==> src/rtl/contador_ad_param.sv <==
// Up/down modular counter over [MIN_VAL..MAX_VAL] with edge-detected requests, load, carry/borrow.
// Optional feature macro: BCD_OUT_EN adds a registered two-digit BCD copy of count (count_bcd).
module contador_ad_param #(
  parameter int WIDTH     = 3,
  parameter int MIN_VAL   = 1,
  parameter int MAX_VAL   = 7,
  parameter int RESET_VAL = 1
) (
  input  logic             clk,
  input  logic             reset,
  input  logic             en_up,
  input  logic             en_down,
  input  logic             load,
  input  logic [WIDTH-1:0] load_val,
  output logic [WIDTH-1:0] count,
  output logic             carry,
  output logic             borrow
`ifdef BCD_OUT_EN
  ,
  output logic [7:0]       count_bcd
`endif
);

  // Range limits widened by one bit so comparisons and +/-1 never overflow WIDTH.
  localparam logic [WIDTH:0]   MIN_W   = (WIDTH+1)'(MIN_VAL);
  localparam logic [WIDTH:0]   MAX_W   = (WIDTH+1)'(MAX_VAL);
  localparam logic [WIDTH:0]   ONE_W   = (WIDTH+1)'(1);
  localparam logic [WIDTH-1:0] MIN_N   = WIDTH'(MIN_VAL);
  localparam logic [WIDTH-1:0] MAX_N   = WIDTH'(MAX_VAL);
  localparam logic [WIDTH-1:0] RESET_N = WIDTH'(RESET_VAL);

  logic [WIDTH-1:0] count_reg, count_next;
  logic             carry_reg, carry_next;
  logic             borrow_reg, borrow_next;
  logic             up_q, down_q;
  logic             up_tick, dn_tick;
  logic [WIDTH:0]   count_w, load_w, count_inc, count_dec;
  logic             in_range;

  assign up_tick   = en_up & ~up_q;
  assign dn_tick   = en_down & ~down_q;
  assign count_w   = {1'b0, count_reg};
  assign load_w    = {1'b0, load_val};
  assign count_inc = count_w + ONE_W;
  assign count_dec = count_w - ONE_W;
  assign in_range  = (count_w >= MIN_W) && (count_w <= MAX_W);

  always_comb begin
    count_next  = count_reg;
    carry_next  = 1'b0;
    borrow_next = 1'b0;
    if (load) begin
      if (load_w > MAX_W)
        count_next = MAX_N;
      else if (load_w < MIN_W)
        count_next = MIN_N;
      else
        count_next = load_val;
    end else if (!in_range) begin
      // Corrupted state recovers to the bottom of the range; any tick is dropped.
      count_next = MIN_N;
    end else if (up_tick && !dn_tick) begin
      if (count_w == MAX_W) begin
        count_next = MIN_N;
        carry_next = 1'b1;
      end else begin
        count_next = count_inc[WIDTH-1:0];
      end
    end else if (dn_tick && !up_tick) begin
      if (count_w == MIN_W) begin
        count_next  = MAX_N;
        borrow_next = 1'b1;
      end else begin
        count_next = count_dec[WIDTH-1:0];
      end
    end
  end

  always_ff @(posedge clk) begin
    if (reset) begin
      count_reg  <= RESET_N;
      carry_reg  <= 1'b0;
      borrow_reg <= 1'b0;
      up_q       <= 1'b0;
      down_q     <= 1'b0;
    end else begin
      count_reg  <= count_next;
      carry_reg  <= carry_next;
      borrow_reg <= borrow_next;
      up_q       <= en_up;
      down_q     <= en_down;
    end
  end

  assign count  = count_reg;
  assign carry  = carry_reg;
  assign borrow = borrow_reg;

`ifdef BCD_OUT_EN
  generate
    if (MAX_VAL > 99) begin : g_bcd_range_check
      $error("contador_ad_param: BCD_OUT_EN requires MAX_VAL <= 99");
    end
  endgenerate

  function automatic logic [7:0] to_bcd(input logic [WIDTH-1:0] v);
    logic [31:0] v32;
    logic [31:0] tens;
    logic [31:0] units;
    v32   = 32'(v);
    tens  = v32 / 32'd10;
    units = v32 % 32'd10;
    return {tens[3:0], units[3:0]};
  endfunction

  logic [7:0] bcd_reg;

  // Converted from count_next so the BCD copy lands on the same edge as count.
  always_ff @(posedge clk) begin
    if (reset)
      bcd_reg <= to_bcd(RESET_N);
    else
      bcd_reg <= to_bcd(count_next);
  end

  assign count_bcd = bcd_reg;
`endif

endmodule

==> config.mk <==
export PLATFORM = sky130hd
export DESIGN_NAME = contador_ad_param
export DESIGN_NICKNAME = d
export VERILOG_FILES = /design/src/rtl/contador_ad_param.sv
export SDC_FILE = /design/constraint.sdc
export NUM_CORES = 1
export LEC_CHECK = 0
export ABC_AREA = 1
export BUFFER_PORTS_ARGS = -buffer_cell sky130_fd_sc_hd__buf_2
export CORE_AREA = 2 2 39 41
export DETAILED_ROUTE_END_ITERATION = 12
export DIE_AREA = 0 0 41 43
export HOLD_SLACK_MARGIN = 0.12
export PLACE_DENSITY = 0.63
export SYNTH_ARGS = -nofsm -noshare
export SYNTH_HDL_FRONTEND = slang
export SYNTH_SLANG_ARGS = --single-unit
export TNS_END_PERCENT = 5
==> constraint.sdc <==
create_clock -name clk -period 4.5 [get_ports clk]
set_clock_uncertainty 0.1 [all_clocks]
set_input_delay 1.125 -clock clk [delete_from_list [all_inputs] [get_ports clk]]
set_output_delay 1.125 -clock clk [all_outputs]
set_load 0.1 [all_outputs]
### Yosys cells after proc, flatten, opt, wreduce, memory -nomap -nowiden

Cells that the tools add are included.

* eq/ne operators: 3
* muxes and demuxes: 10
* reductions and logical operators: 7
* magnitude comparators: 4
* bitwise logic cells: 7
* add/subtract/negate cells: 2

Operators by type and width (number)
* two-way mux 3 bit: 8
* NOT 1 bit: 5
* OR reduction 5 bit: 1
* != test 4 x 2 -> 1 bit (second input constant): 1
* OR reduction 4 bit: 1
* adder 3 x 1 -> 3 bit (second input constant): 1
* == test 3 x 1 -> 1 bit (second input constant): 1
* == test 3 bit (second input constant): 1
* greater-or-equal comparator 3 x 1 -> 1 bit (second input constant): 1
* > comparator 3 bit (second input constant): 1
* less-or-equal comparator 3 bit (second input constant): 1
* logical AND 1 bit: 3
* < comparator 3 x 1 -> 1 bit (second input constant): 1
* subtractor 3 x 1 -> 3 bit (second input constant): 1
* AND 1 bit: 2
* zero test 1 bit: 2
* two-way mux 1 bit: 2

* word-level logic and storage cells: 38
* register bits after elaboration: 7
* input port bits: 8
* output and inout bits: 5

### Longest topological paths before layout

Gate-level depths: netlist of the first run.

* word-level depth: 8
* gate-level depth with buffers: 12
* depth with buffers taken out: 12

### Least setup slack after synthesis of the first run

OpenSTA, ideal clock, no wires.

* path type: reg-to-output
* from: register count_reg[0] (netlist: count[0])
* to: output port count[0]
* path slack: 2.232 ns
* buffers on the path: 0
* cell stages (with the launch flop): 1
* arrival time: 1.043 ns
* data required time: 3.275 ns
* cell sequence: dfxtp_1

RTL lines
* start: declaration: line 32 `logic [WIDTH-1:0] count_reg, count_next;`
* start signal: assignment: line 87 `count_reg <= count_next;`
* end: declaration: line 15 `output logic [WIDTH-1:0] count,`

No word-level cell between the ends.

### Final worst setup path of the first run

* from: register count_reg[0] (netlist: count[0])
* to: output port count[0]

No word-level cell between the ends.

==> reports/qor.csv, run 1 <==
stage,metric,value,unit
status,outcome,finished clean,
timing,RSZ-0062 raised after global routing,no,
critical_path,r2r startpoint,count[0],
synth,Mapped Nets,87,
critical_path,crit path capture type,output pin,
global_routing,initial antenna violation count,0,
cells_and_area,diodes inserted,0,
place,dpl cell area,558,um^2
cts,post-CTS sizing,0,
critical_path,"Arr. time, crit path",1.23,ns
synth,yosys warns,0,
critical_path,CP max FO,9,
power_and_ir_drop,Pwr Density,369,nW/um^2
place,DP Wirelength,726,um
floorplanning,Initial Utilization,34.5,%
floorplanning,I/O Pins,13,
critical_path,crit-path leading delay family,flip-flops,
route,Wirelength per Cell,8.38,um
cells_and_area,Final nets,104,
critical_path,slowest CP cell,dfxtp_1,
timing,Final setup viols,0,
floorplanning,Die H,43,um
cts,root buf cell,clkbuf_4,
cts,postcts setup bufs,0,
cts,Post-CTS Hold Fix Bufs,0,
floorplanning,Die Wd,41,um
critical_path,CP cell instances,buf_2,
critical_path,CP Class,flip-flop to output pin,
synth,Syn Inst Count,73,
floorplanning,core region area,1380,um^2
critical_path,startpoint types,flip-flop,
critical_path,crit-path max cell delay,0.49,ns
global_routing,first-pass GRT wire length,1630,um
cts,CTS tree,built,
place,I/O Buffers,12,
critical_path,worst path required time,3.27,ns
cts,H-tree depth,1,
hold_path,Hold Crit Class,flip-flop to flip-flop,
timing,setup TNS,0,ns
synth,Area contributors post-synth,"dfxtp_1 (29%), ha_1 (16%), nor2_1 (14%)",
route,vias per inst,4.37,
cells_and_area,max reg flops,3,
hold_path,Hold Crit Start,count[1],
critical_path,Critical Path Source,count[0],
synth,share of flip-flops with an asynchronous set or reset,0,%
synth,mapped cell area,478,um^2
cts,Worst-path clk slew,0.05,ns
route,DRT iter0 DRCs,9,
place,Final GP Congestion,0.797,
route,Vias,459,
synth,Yosys reg bits,7,
timing,worst-margin pin slew,0.484,ns
power_and_ir_drop,Leak Pwr,0.328,nW
power_and_ir_drop,VDD IR-drop max,0.000191,V
floorplanning,Std-Cell Rows,14,
synth,synth cell count leaders,"nor2_1 (18), nand2_1 (17), inv_1 (13)",
synth,top-count cell post-synth,nor2_1,
timing,highest clock rate,408,MHz
cells_and_area,design area,584,um^2
cts,CTS Buf Count,3,
critical_path,worst path bufs/invs,1,
synth,Synth top area share,29.3,%
route,Post-Route WL,880,um
job,Max-Cap Viols,0,
cells_and_area,share of layout cells above drive strength 1,20.2,%
timing,fin crit share,54.5,%
synth,"Avg Cell Area, Syn",6.55,um^2
global_routing,total track usage,13.6,%
timing,Final Critical Period,2.45,ns
cts,clock sinks,7,
floorplanning,die area,1760,um^2
route,DR DRC count,0,
route,drt first pass iters,4,
synth,number of flops mapped to enable cells by yosys,0,
route,Routed Antenna Nets,0,
global_routing,number of global-route vias before repair,413,
timing,Final Max Slew Viols,0,
global_routing,largest net degree at the start of global routing,10,
global_routing,GRT overflow,0,
cts,Worst-Skew Late Latency,0.24,ns
synth,cell taking the most area after synthesis,dfxtp_1,
synth,Synth cell types,13,
timing,Final Hold Vio Count,0,
synth,Main synth FF type,dfxtp_1,
cts,maximum clock path buffer count,2,
cells_and_area,Area growth syn-to-layout,22.3,%
synth,register area share after synthesis,29.3,%
timing,Slew headroom,67.9,%
-- where the power goes --
| part | switching, W | internal [W] |
|---|---|---|
| sequential | 0.00000808 | 0.0000671 |
| clock | 0.0000219 | 0.0000338 |
| combinational | 0.0000603 | 0.0000244 |
| total | 0.0000903 | 0.000125 |
-- final timing paths --
check	endpoint	slack, ns	cells after the start
worst min-delay path	count[1]	0.53	2
worst min register to register	count[1]	0.53	2
worst max-delay path	count[0]	2.05	1
worst max register to register	count[1]	2.84	7
-- cell usage in the layout (no fill, tap or decap), drive strengths merged --
master / n
a22oi: 1
a31oi: 1
buf: 12
clkbuf: 4
dfxtp: 7
ha: 6
inv: 13
nand2: 18
nand3: 2
nand4: 2
nor2: 20
o211ai: 1
o21ai: 2
-- cell families (layout without fill, tap and decap cells) --
| family | after synthesis | in the layout | synth area share [%] |
|---|---|---|---|
| simple gates | 42 | 42 | 38.2 |
| flops | 7 | 7 | 29.3 |
| buf+inv | 13 | 29 | 10.2 |
| fa+ha+maj | 6 | 6 | 15.7 |
| compound gates | 5 | 5 | 6.55 |
-- tightest hold or removal path: stages, from the launching register on --
cell     delay [ns]
dfxtp_1        0.36
o21ai_0        0.18
nor2_1         0.04
-- layout make-up --
type	instances	area (um^2)
fillers	162	800
multi-input cells	53	289
flip-flops and latches	7	140
repair buffers	12	60.1
inverters	13	48.8
clock buffers	4	26.3
well taps	16	20.0
-- metrics by stage --
stage / std cells / total power, W / util (%) / setup slack (ns) / hold WS, ns
after floorplan: 73 / 0.000145 / - / 2.23 / 0.530
after global placement: 101 / 0.000162 / 40.3 / 2.09 / 0.533
after detailed placement: 101 / 0.000162 / 40.3 / 2.10 / 0.520
after CTS: 105 / 0.000219 / 42.2 / 2.03 / 0.532
after global routing: 105 / 0.000234 / 42.2 / 2.00 / 0.594
final: 105 / 0.000216 / 42.2 / 2.05 / 0.533
-- per-layer routing --
metal  wire (um)  GRT usage, %  vias up
met4           0          2.00        0
met2         411          20.0       11
met1         417          17.1      188
met5           0             0        -
met3          50          7.85        0
li1            -             -      260
Power figures use the tool's default switching activity.
==> run 2, diff against run 1 <==
- ABC_AREA: 1 -> 0
- PLACE_DENSITY: 0.63 -> 0.61
- clock period: 4.5 -> 2.3 ns (I/O delays scaled with it)
==> reports/qor.csv, run 2 <==
stage,metric,value,unit,change
status,outcome,finished clean,,unchanged
floorplanning,I/O Pins,13,,unchanged
global_routing,first-pass GRT wire length,1460,um,was 1630 um
job,Max-Cap Viols,0,,unchanged
place,Final GP Congestion,0.784,,was 0.797
global_routing,largest net degree at the start of global routing,10,,unchanged
cts,postcts setup bufs,0,,unchanged
cts,maximum clock path buffer count,2,,unchanged
synth,"Avg Cell Area, Syn",8.71,um^2,was 6.55 um^2
cells_and_area,design area,563,um^2,was 584 um^2
cells_and_area,register area,144,um^2,was 140 um^2
timing,Final Critical Period,1.81,ns,
cts,H-tree depth,1,,unchanged
critical_path,worst path required time,2.39,ns,was 3.27 ns
cts,Worst-Skew Late Latency,0.25,ns,was 0.24 ns
cts,Worst-path clk slew,0.05,ns,about the same
global_routing,initial antenna violation count,0,,unchanged
synth,Main synth FF type,dfxtp_1,,unchanged
cells_and_area,diodes inserted,0,,unchanged
cts,root buf cell,clkbuf_4,,unchanged
timing,Final setup viols,0,,unchanged
critical_path,"Arr. time, crit path",1.90,ns,was 1.23 ns
global_routing,GRT overflow,0,,unchanged
synth,cell taking the most area after synthesis,dfxtp_1,,unchanged
synth,mapped cell area,453,um^2,was 478 um^2
cells_and_area,"most common cell after layout, fill and taps aside",buf_2,,was nor2_1
critical_path,CP Class,input pin to flip-flop,,was flip-flop to output pin
floorplanning,Die H,43,um,unchanged
place,DP Wirelength,716,um,was 726 um
timing,Final Hold Vio Count,0,,unchanged
route,Wirelength per Cell,10.9,um,was 8.38 um
route,Routed Antenna Nets,0,,unchanged
route,DRT iter0 DRCs,2,,was 9
cells_and_area,Area growth syn-to-layout,24.3,%,was 22.3%
cells_and_area,Final nets,83,,was 104
synth,Mapped Nets,66,,was 87
timing,highest clock rate,552,MHz,
cts,post-CTS sizing,0,,unchanged
place,I/O Buffers,12,,unchanged
floorplanning,Die Wd,41,um,unchanged
route,DR DRC count,0,,unchanged
route,drt first pass iters,2,,was 4
power_and_ir_drop,VDD IR-drop max,0.000184,V,was 0.000191 V
synth,Synth cell types,20,,was 13
synth,synth cell count leaders,"dfxtp_1 (7), ha_1 (6), inv_1 (6)",,"was nor2_1 (18), nand2_1 (17), inv_1 (13)"
timing,fin crit share,78.8,%,
synth,top-count cell post-synth,dfxtp_1,,was nor2_1
timing,setup TNS,0,ns,unchanged
critical_path,crit path capture type,flip-flop,,was output pin
timing,Final Max Slew Viols,0,,unchanged
timing,RSZ-0062 raised after global routing,no,,unchanged
global_routing,total track usage,12.0,%,was 13.6%
floorplanning,Initial Utilization,32.7,%,was 34.5%
cells_and_area,final core utilization,40.7,%,was 42.2%
critical_path,startpoint types,input pin,,was flip-flop
critical_path,CP max FO,7,,was 9
timing,hold_ws,0.448,ns,was 0.533 ns
power_and_ir_drop,Pwr Density,691,nW/um^2,was 369 nW/um^2
synth,register area share after synthesis,30.9,%,was 29.3%
synth,share of flip-flops with an asynchronous set or reset,0,%,unchanged
cts,Post-CTS Hold Fix Bufs,0,,unchanged
route,vias per inst,4.96,,was 4.37
floorplanning,Std-Cell Rows,14,,unchanged
floorplanning,core region area,1380,um^2,unchanged
place,Placed Cells,80,,was 101
synth,Synth top area share,30.9,%,was 29.3%
cells_and_area,max reg flops,3,,unchanged
route,Post-Route WL,914,um,was 880 um
global_routing,number of global-route vias before repair,370,,was 413
cts,clock sinks,7,,unchanged
synth,Syn Inst Count,52,,was 73
place,dpl cell area,537,um^2,was 558 um^2
synth,Area contributors post-synth,"dfxtp_1 (31%), ha_1 (17%), nor2b_1 (6.9%)",,"was dfxtp_1 (29%), ha_1 (16%), nor2_1 (14%)"
cts,CTS tree,built,,unchanged
cells_and_area,most frequent cells in the layout,"buf_2 (12), inv_1 (6), ha_1 (6)",,"was nor2_1 (18), nand2_1 (17), inv_1 (13)"
hold_path,Hold Crit Class,input pin to flip-flop,,was flip-flop to flip-flop
synth,Yosys reg bits,7,,unchanged
timing,worst-margin pin slew,0.483,ns,was 0.484 ns
route,Vias,417,,was 459
cells_and_area,post-route insts no fill,84,,was 105
synth,number of flops mapped to enable cells by yosys,0,,unchanged
synth,yosys warns,0,,unchanged
floorplanning,die area,1760,um^2,unchanged
cells_and_area,Multi-input gate area,290,um^2,was 289 um^2
cells_and_area,share of layout cells above drive strength 1,32.4,%,was 20.2%
cts,CTS Buf Count,3,,unchanged
timing,Slew headroom,68.0,%,was 67.9%
power_and_ir_drop,Leak Pwr,0.262,nW,was 0.328 nW
cells_and_area,Layout fillers,143,,was 162
run 2: cell count changes after synthesis, sizes merged, moves of 3 or more:
cell and change:
inv -7, nand2 -14, nand2b +3, nor2 -19, nor2b +5, nor3 +4
run 2: worst paths after layout:
path / cells after the start / end / slack [ns] / from
max reg2reg: 6 / count[2] / 0.49 / count[0]
min: 2 / down_q / 0.45 / en_down
max: 8 / count[0] / 0.49 / en_up
min reg2reg: 2 / count[0] / 0.50 / count[0]
run 2: kinds of logic after synthesis:
logic type,count (synthesis),synth area share [%]
buf+inv,6,4.97
flops,7,30.9
fa+ha+maj,6,16.6
simple gates,23,33.7
compound gates,10,13.8
run 2: report_power, final:
part / switching (W) / leakage [nW] / internal, W
Combinational: 0.0000885 / 0.189 / 0.0000443
Sequential: 0.0000122 / 0.0580 / 0.000131
Clock: 0.0000468 / 0.0150 / 0.0000663
run 2: metrics by stage:
step	power [W]	setup WS (ns)
final	0.000389	0.489
after global routing	0.000411	0.394
after CTS	0.000393	0.499
after detailed placement	0.000279	0.252
after global placement	0.000276	0.276
after floorplan	0.000248	0.236
run 2: final cells by class:
class                           instances  area share [%]
Timing Repair Buffer                   12            10.7
Tap cell                               16            3.56
Clock buffer                            4            4.67
Multi-Input combinational cell         39            51.6
Inverter                                6            4.00
Sequential cell                         7            25.6
run 2: per-layer routing:
metal	track usage, %	wire length [um]	share of wire, %	up-vias
li1	-	-	-	220
met1	14.0	431	47	186
met2	19.1	431	47	9
met3	3.14	35	3.8	2
met4	6.00	16	1.8	0
met5	0	0	0	-
run 2: worst max-delay path, stage by stage:
cell and delay (ns):
buf_2 0.10, nand2b_1 0.09, inv_1 0.05, ha_1 0.27
or3b_2 0.50, a31oi_1 0.18, o21ai_1 0.08, nand2_1 0.06
